==> config.mk <==
export PLATFORM = sky130hd
export DESIGN_NAME = rbi_mem_l2_ring_sched
export DESIGN_NICKNAME = d
export VERILOG_FILES = /design/src/rtl/rbi_mem_l2_ring_sched.sv
export SDC_FILE = /design/constraint.sdc
export NUM_CORES = 2
export LEC_CHECK = 0
export ABC_AREA = 1
export BUFFER_PORTS_ARGS = -buffer_cell sky130_fd_sc_hd__buf_2
export CORE_AREA = 2 2 496 498
export CTS_CLUSTER_SIZE = 8
export DETAILED_ROUTE_END_ITERATION = 8
export DIE_AREA = 0 0 498 500
export PLACE_DENSITY = 0.57
export SYNTH_ARGS = -nofsm -noshare
export SYNTH_HDL_FRONTEND = slang
export SYNTH_HIERARCHICAL = 1
export SYNTH_SLANG_ARGS = --single-unit
==> constraint.sdc <==
create_clock -name clock -period 24.8 [get_ports clock]
set_input_delay 1.24 -clock clock [delete_from_list [all_inputs] [get_ports clock]]
set_output_delay 1.24 -clock clock [all_outputs]
set_load 0.1 [all_outputs]
==> src/rtl/rbi_mem_l2_ring_sched.sv <==
// L2 ring-stop scheduler: DC responses bypass the slow chain through a FIFO that fills empty
// ring output slots, and DRAM-window requests recirculate into empty DC input slots.

module rbi_mem_l2_ring_sched_fifo #(
   parameter int W     = 8,
   parameter int DEPTH = 4
) (
   input  logic                   clock,
   input  logic                   reset,
   input  logic                   push,
   input  logic                   pop,
   input  logic [W-1:0]           wdata,
   output logic [W-1:0]           rdata,
   output logic [$clog2(DEPTH):0] count
);
   localparam int PW = $clog2(DEPTH);

   logic [W-1:0]  mem_q [DEPTH];
   logic [PW-1:0] wp_q, wp_d, rp_q, rp_d;
   logic [PW:0]   count_q, count_d;

   // Power-of-two depth lets the pointers wrap naturally; the counter resolves full vs empty.
   always_comb begin
      wp_d    = push ? wp_q + 1'b1 : wp_q;
      rp_d    = pop ? rp_q + 1'b1 : rp_q;
      count_d = count_q;
      if (push && !pop) begin
         count_d = count_q + 1'b1;
      end else if (pop && !push) begin
         count_d = count_q - 1'b1;
      end
   end

   always_ff @(posedge clock or posedge reset) begin
      if (reset) begin
         wp_q    <= '0;
         rp_q    <= '0;
         count_q <= '0;
      end else begin
         wp_q    <= wp_d;
         rp_q    <= rp_d;
         count_q <= count_d;
      end
   end

   always_ff @(posedge clock) begin
      if (push) begin
         mem_q[wp_q] <= wdata;
      end
   end

   assign rdata = mem_q[rp_q];
   assign count = count_q;
endmodule

module rbi_mem_l2_ring_sched #(
   parameter int         TILE_W    = 128,
   parameter int         RSP_DEPTH = 4,
   parameter int         REC_DEPTH = 2,
   parameter int         STALL_LIM = 64,
   parameter logic [7:0] OPM_LDX   = 8'h20,
   parameter logic [7:0] OPM_STX   = 8'h21
) (
   input  logic                       clock,
   input  logic                       reset,
   input  logic [15:0]                memSeqIn,
   input  logic [15:0]                memOpmIn,
   input  logic [47:0]                memAddrIn,
   input  logic [TILE_W-1:0]          memDataIn,
   output logic [15:0]                memSeqOut,
   output logic [15:0]                memOpmOut,
   output logic [47:0]                memAddrOut,
   output logic [TILE_W-1:0]          memDataOut,
   output logic [15:0]                l2mSeqIn,
   output logic [15:0]                l2mOpmIn,
   output logic [47:0]                l2mAddrIn,
   output logic [TILE_W-1:0]          l2mDataIn,
   input  logic [15:0]                l2mSeqOut,
   input  logic [15:0]                l2mOpmOut,
   input  logic [47:0]                l2mAddrOut,
   input  logic [TILE_W-1:0]          l2mDataOut,
   output logic [15:0]                l2bSeqIn,
   output logic [15:0]                l2bOpmIn,
   output logic [47:0]                l2bAddrIn,
   output logic [TILE_W-1:0]          l2bDataIn,
   input  logic [15:0]                l2bSeqOut,
   input  logic [15:0]                l2bOpmOut,
   input  logic [47:0]                l2bAddrOut,
   input  logic [TILE_W-1:0]          l2bDataOut,
   output logic [$clog2(RSP_DEPTH):0] rspCount,
   output logic [$clog2(REC_DEPTH):0] recCount,
   output logic                       deadlockStrobe
);
   localparam int MSG_W   = 80 + TILE_W;
   localparam int RSP_CW  = $clog2(RSP_DEPTH) + 1;
   localparam int REC_CW  = $clog2(REC_DEPTH) + 1;
   localparam int STALL_W = $clog2(STALL_LIM + 1);
   localparam logic [RSP_CW-1:0]  RSP_FULL  = RSP_CW'(RSP_DEPTH);
   localparam logic [REC_CW-1:0]  REC_FULL  = REC_CW'(REC_DEPTH);
   localparam logic [STALL_W-1:0] STALL_MAX = STALL_W'(STALL_LIM);

   logic [MSG_W-1:0]   mem_in_msg, dc_in_msg, dc_out_msg, sc_out_msg;
   logic [MSG_W-1:0]   rsp_rdata, rec_rdata;
   logic [MSG_W-1:0]   l2b_in_q, l2b_in_d, mem_out_q, mem_out_d;
   logic [RSP_CW-1:0]  rsp_count;
   logic [REC_CW-1:0]  rec_count;
   logic [STALL_W-1:0] stall_q, stall_d;
   logic               strobe_q, strobe_d;
   logic               rsp_push, rsp_pop, rec_push, rec_pop;
   logic               dc_is_rsp, dc_is_drq, dc_empty, sc_empty, rec_full;

   // Slot routing: whatever the FIFOs absorb leaves an EMPTY slot on the slow chain.
   always_comb begin
      mem_in_msg = {memSeqIn, memOpmIn, memAddrIn, memDataIn};
      dc_out_msg = {l2mSeqOut, l2mOpmOut, l2mAddrOut, l2mDataOut};
      sc_out_msg = {l2bSeqOut, l2bOpmOut, l2bAddrOut, l2bDataOut};

      rec_pop   = (memOpmIn[7:0] == 8'h00) && (rec_count != '0);
      dc_in_msg = rec_pop ? rec_rdata : mem_in_msg;

      dc_empty  = (l2mOpmOut[7:0] == 8'h00);
      dc_is_rsp = (l2mOpmOut[7:6] == 2'b01);
      dc_is_drq = ((l2mOpmOut[7:0] == OPM_LDX) || (l2mOpmOut[7:0] == OPM_STX)) &&
                  (l2mAddrOut[29:24] != 6'd0) && (l2mAddrOut[31:30] == 2'b00);
      rsp_push  = dc_is_rsp && (rsp_count != RSP_FULL);
      rec_push  = dc_is_drq && (rec_count != REC_FULL);
      l2b_in_d  = (rsp_push || rec_push || dc_empty) ? '0 : dc_out_msg;

      sc_empty = (l2bOpmOut[7:0] == 8'h00);
      rsp_pop  = sc_empty && (rsp_count != '0);
      if (rsp_pop) begin
         mem_out_d = rsp_rdata;
      end else if (sc_empty) begin
         mem_out_d = '0;
      end else begin
         mem_out_d = sc_out_msg;
      end
   end

   // The strobe fires on the single edge where the stall counter first reaches the limit.
   always_comb begin
      rec_full = (rec_count == REC_FULL);
      stall_d  = '0;
      strobe_d = 1'b0;
      if (rec_full) begin
         stall_d  = (stall_q == STALL_MAX) ? stall_q : stall_q + 1'b1;
         strobe_d = (stall_q == STALL_MAX - 1'b1);
      end
   end

   always_ff @(posedge clock or posedge reset) begin
      if (reset) begin
         l2b_in_q  <= '0;
         mem_out_q <= '0;
         stall_q   <= '0;
         strobe_q  <= 1'b0;
      end else begin
         l2b_in_q  <= l2b_in_d;
         mem_out_q <= mem_out_d;
         stall_q   <= stall_d;
         strobe_q  <= strobe_d;
      end
   end

   rbi_mem_l2_ring_sched_fifo #(.W(MSG_W), .DEPTH(RSP_DEPTH)) u_rsp_fifo (
      .clock (clock),
      .reset (reset),
      .push  (rsp_push),
      .pop   (rsp_pop),
      .wdata (dc_out_msg),
      .rdata (rsp_rdata),
      .count (rsp_count)
   );

   rbi_mem_l2_ring_sched_fifo #(.W(MSG_W), .DEPTH(REC_DEPTH)) u_rec_fifo (
      .clock (clock),
      .reset (reset),
      .push  (rec_push),
      .pop   (rec_pop),
      .wdata (dc_out_msg),
      .rdata (rec_rdata),
      .count (rec_count)
   );

   assign {l2mSeqIn, l2mOpmIn, l2mAddrIn, l2mDataIn}     = dc_in_msg;
   assign {l2bSeqIn, l2bOpmIn, l2bAddrIn, l2bDataIn}     = l2b_in_q;
   assign {memSeqOut, memOpmOut, memAddrOut, memDataOut} = mem_out_q;
   assign rspCount       = rsp_count;
   assign recCount       = rec_count;
   assign deadlockStrobe = strobe_q;
endmodule

Word-level counts from Yosys, hierarchy flattened --
Memories as Yosys holds them, arrays and structs flattened. Cells that the tools add are included.
Word-level totals: RAM bits 1248, memories kept 2, logic and storage cells 71, register bits 435, input port bits 626
Memories:
- u_rsp_fifo.mem_q | depth 4, bits a word 208, rd ports 1, clocked after memory_dff 0, wr ports 1, line 18 | logic [W-1:0] mem_q [DEPTH];
- u_rec_fifo.mem_q | depth 2, bits a word 208, rd ports 1, clocked after memory_dff 0, wr ports 1, line 18
Cells by class: add/sub/neg operators 9, multiplexer cells 15, eq/ne operators 9, reduce and logical (&&, ||, !) cells 26
Operators by type and width (number):
- 208-bit two-way mux | 4
- 8-bit logical NOT | 3
- 8-bit by 6-bit == test with 1-bit output, second input constant | 2
- 7-bit two-way mux | 2
- 1-bit logical AND | 10
- 7-bit by 1-bit adder with 7-bit output, second input constant | 1
- 7-bit by 6-bit == test with 1-bit output, second input constant | 1
- 7-bit == test, second input constant | 1
- 2-bit by 1-bit adder with 2-bit output, second input constant | 3
- 3-bit two-way mux | 2
- 2-bit nonzero test | 3
- 6-bit nonzero test | 1
- 1-bit two-way mux | 5
- 1-bit logical NOT | 4
- 2-bit two-way mux | 2
- 2-bit != test, second input constant | 2
- 3-bit by 1-bit adder with 3-bit output, second input constant | 1
- 1-bit logical OR | 3
- 3-bit != test, second input constant | 1
- 3-bit nonzero test | 1
- 3-bit by 1-bit subtractor with 3-bit output, second input constant | 1
- 1-bit adder, second input constant | 2
- 2-bit by 1-bit == test with 1-bit output, second input constant | 1
- 2-bit == test, second input constant | 1
- 2 further kinds | 2

Depth between registers and ports, before layout --
word-level depth 9, depth in mapped cells 16, mapped depth without buffers 14

Modules after synthesis --
Netlist, hierarchy kept.
Modules (own cells, without submodules):
- rbi_mem_l2_ring_sched_fifo (u_rsp_fifo) | cells each 2474, times used 1, area an instance 34030.1 µm²
- rbi_mem_l2_ring_sched | cells each 2289, times used 1, area an instance 18325.1 µm²
- rbi_mem_l2_ring_sched_fifo (u_rec_fifo) | cells each 671, times used 1, area an instance 15642.5 µm²

Worst setup path before layout --
Ideal clock, no wire load.
path kind input -> register, from input l2mOpmOut[6], to memory u_rec_fifo/mem_q[0][0] (netlist bit) (enable), setup slack 13.529 ns, data required time 24.016 ns, path buffers 0, cell stages on the path 7, setup time 0.784 ns, data arrival time 10.487 ns, cells stage by stage nor2_1 > nand2_1 > nor2_1 > nand3_1 > inv_1 > inv_1 > nor2_1
On the way: longest elaborated chain between the ends 7
RTL lines:
- start, declared | line 79 | input logic [15:0] l2mOpmOut,
- 8-bit by 6-bit == test with 1-bit output | line 123 | dc_is_drq = ((l2mOpmOut[7:0] == OPM_LDX) || (l2mOpmOut[7:0] == OPM_STX)) &&
- 1-bit logical OR * | line 123
- 1-bit logical AND * | line 123
- 1-bit logical AND * | line 124 | (l2mAddrOut[29:24] != 6'd0) && (l2mAddrOut[31:30] == 2'b00);
- 1-bit logical AND * | line 126 | rec_push = dc_is_drq && (rec_count != REC_FULL);
- via rec_push | line 109 | logic rsp_push, rsp_pop, rec_push, rec_pop;
- 1-bit two-way mux * | line 47 | if (push) begin
- 1-bit two-way mux (implied by the code) * | line 48 | mem_q[wp_q] <= wdata;
- end, declared | line 18
Mark *: on every way through the listed nets, which the timed path passes. The rest lies on a longest branch.

Worst setup path in the final report --
from input memOpmIn[7], to output l2mDataIn[121]
On the way: longest elaborated chain between the ends 3
RTL lines:
- start, declared | line 67 | input logic [15:0] memOpmIn,
- 8-bit logical NOT | line 118 | rec_pop = (memOpmIn[7:0] == 8'h00) && (rec_count != '0);
- 1-bit logical AND | line 118
- 208-bit two-way mux | line 119 | dc_in_msg = rec_pop ? rec_rdata : mem_in_msg;
- end, declared | line 77 | output logic [TILE_W-1:0] l2mDataIn,
No other way between the ends.

==> impl_results.md <==
* Vias in the first global route at ~45000
* CTS buffer count at 232
* Clk sinks at around 1700
* Max_slew headroom at 23.46%
* Worst-Skew Late Latency at roughly 0.85 ns
* Required time of the critical path at 23.56 ns
* R2r setup slk at 19.80 ns
* Post-route antenna net violation count at 0
* Worst reg2reg endpoint: mem_out_q[40]
* Final period util at 27.05%
* Post-synthesis sequential element count at 1683
* DR DRC count at 0
* TritonRoute pass-1 iters at 7
* Worst Skew at around 0.068 ns
* Status: complete, no violations
* Pwr Density at 90.95 nW/um^2
* Total grt overflow at 0
* Fraction of post-synthesis cell area in the top cell type by area at between 50 and 60%
* Synth Warn # at 6
* Setup TNS at 0 ns
* Fraction of layout cells with a size suffix above 1 at between 20% and 30%
* Largest cells by area after synthesis: edfxtp_1 (55%), dfrtp_1 (16%), nand2_1 (7.0%)
* Sequential-to-total area share from yosys stat at between 70 and 80%
* Startpoint Class: input port
* R2R depth at 8
* Row Count at between 150 and 200
* Hold violation count in the final report at 0
* Fin nets at approximately 7300
* Syn Inst Count at ~5400
* Port Buf Inserts at ~1300
* Yosys cell types at 27
* Number of max-cap violations at 0
* I/O pins at around 1300
* RSZ-0062 raised after global routing: false
* Via/cell ratio at ~4.5
* Arrival @ worst endpoint at 5.47 ns
* All-Layer GR Usage at 18.37%
* Initial core utilization at between 20% and 30%
* Largest net degree at the start of global routing at 169
* Die Wd at between 400 and 500 um
* Worst Setup EP: l2mDataIn[121]
* Post-CTS resize count at 0
* Design Area, Final at approximately 84000 um^2
* Setup Buffers After CTS at 0
* Root Driver: clkbuf_16
* Iter 0 DRT Violations at between 3000 and 4000
* Die height at around 500 um
* Final setup fails at 0
* Synth Net Count at a little over 6000
* Leading area contributor after synthesis: edfxtp_1
* Drt wl/cell at 23.30 um
* Syn Area/Cell at 12.51 um^2
* HPWL after DPL at between 150000 and 200000 um
* Initial antenna violation count at 84
* Worst-path fanout max at 75
* Via count at roughly 45000
* Core area at about 240000 um^2
* Critical Path End Type: primary output
* Clk pin slew, worst setup/hold paths at 0.05 ns
* Hold_buf cts at 0
* Area growth from synthesis to layout at 23.88%
* Crit path launch: memOpmIn[7]
* WL final at 236300 um
* Critical path class: input port to primary output
* Power Total at ~7.7 mW
* Maximum VDD drop at about 0.07 mV
* Mapped Area at around 70000 um^2
* Die area at roughly 250000 um^2
* Filler instances at ~24000
* First-pass GRT wire length at between 300000 and 400000 um
* Worst hold path type: input port to async pin
* Min Tclk post-route at 6.708 ns
* CTS tree: yes
* Max Root-Sink Buffers at 3
* Max frequency at ~150 MHz
* RD Place Congestion at 0.9128
* Leak at 35.25 nW
* Final Slew Violations at 0
* H-tree depth at 4
* Area after DPL at about 77000 um^2
* Final core utilization at 34.47%
* FF-to-FF Start: u_rsp_fifo/rp_q[0]
* Worst-Margin Slew at 1.148 ns
[logic make-up (layout without fill, tap and decap cells)]
kind of cell	count (synthesis)	in the layout	share of synthesized area (%)
fa+ha+maj	9	9	0.1767
flops	1683	1683	71.12
simple gates	1514	1514	8.415
compound gates	835	835	8.718
xor+xnor	8	8	0.1030
other cells	0	26	0
buf+inv	1177	2640	7.469
mux	208	208	3.997
[how the worst min path moves through the flow]
| stage | start | to | slack, ns | cells past startpoint |
|---|---|---|---|---|
| after floorplan | stall_q[5] | stall_q[5] | 0.46 | 1 |
| after global placement | stall_q[5] | stall_q[5] | 0.47 | 1 |
| after detailed placement | stall_q[5] | stall_q[5] | 0.49 | 1 |
| after CTS | reset | u_rec_fifo/wp_q | 0.30 | 2 |
| after global routing | reset | u_rec_fifo/count[1] | 0.34 | 2 |
| final | reset | u_rec_fifo/count[0] | 0.39 | 2 |
[cells in the mapped netlist]
master and count:
nor2_1 227, clkbuf_1 95, inv_2 4, dfrtp_1 435
xor2_1 6, xnor2_1 2, nand4_1 6, edfxtp_1 1248
ha_1 8, buf_1 6, nand3_2 1, buf_4 8
fa_1 1, mux2_4 100, o211ai_1 278, a21oi_1 2
nand2_1 1266, o211ai_2 139, inv_1 875, o21ai_0 412
buf_6 47, a21o_1 4, buf_8 10, nor3_1 2
nand3_1 12, mux2_2 108, buf_2 132
[where the power goes]
group	switching, mW	internal (mW)
logic	1.10	0.230
clock network	1.23	1.79
registers	0.0652	3.25
total	2.40	5.27
[layout by cell type, fill, tap and decap left out, drive strengths merged]
cell type  netlist  final
o211ai         417    417
inv            879    883
o21ai          412    412
dfrtp          435    435
nand4            6      6
ha               8      8
a21oi            2      2
nand3           13     13
xnor2            2      2
nand2         1266   1266
diode            0     26
nor2           227    227
xor2             6      6
bufinv           0      1
buf            203   1320
clkinv           0     15
mux2           208    208
clkbuf          95    420
a21o             4      4
edfxtp        1248   1248
fa               1      1
clkinvlp         0      1
nor3             2      2
[stage by stage]
stage	setup WS (ns)	hold slack [ns]	std cells
after CTS	18.02	0.2973	10120
after global placement	18.21	0.4735	9676
after floorplan	11.76	0.4558	5434
after global routing	17.88	0.3366	10140
after detailed placement	18.05	0.4853	9676
final	18.09	0.3855	10140
[critical path: stages]
cell and delay [ns]:
buf_2 0.10, inv_2 0.07, nand4_1 0.22, buf_4 0.40, nor2_4 0.97, buf_4 0.36, buf_4 0.45, buf_4 0.67
nand2_1 0.15, nand2_1 0.11, buf_2 0.43
[state kept, by name, summed over array words and instances (netlist names)]
name              cells
u_rec_fifo/wp_q       1
deadlockStrobe        1
u_rec_fifo/rp_q       1
u_rec_fifo/count      2
stall_q               7
l2b_in_q            208
mem_out_q           208
u_rsp_fifo/wp_q       2
u_rsp_fifo/count      3
u_rsp_fifo/rp_q       2
u_rsp_fifo/mem_q    832
u_rec_fifo/mem_q    416
[layout make-up]
type | instances | area [um^2] | area share [%]
clock inverter | 21 | 416.7 | 0.4946
clock buffer | 420 | 6571 | 7.801
sequential | 1683 | 48370 | 57.43
timing repair buffer | 1320 | 6832 | 8.110
multi-input combinational | 2574 | 14590 | 17.32
tap | 3220 | 4029 | 4.783
inverter | 879 | 3359 | 3.988
antenna | 26 | 65.06 | 0.07724
[layer usage]
metal  share of wire, %  wire, um  GRT usage, %  vias to the layer above
met5              0.076       179             0                        -
met4                3.3      7903         6.888                       24
met3                7.0     16630         4.432                      388
met2                 48    114000         30.57                     1793
met1                 41     97620         23.11                    22390
li1                   -         -             -                    20700
No activity file was read; power rests on OpenSTA's default activity.
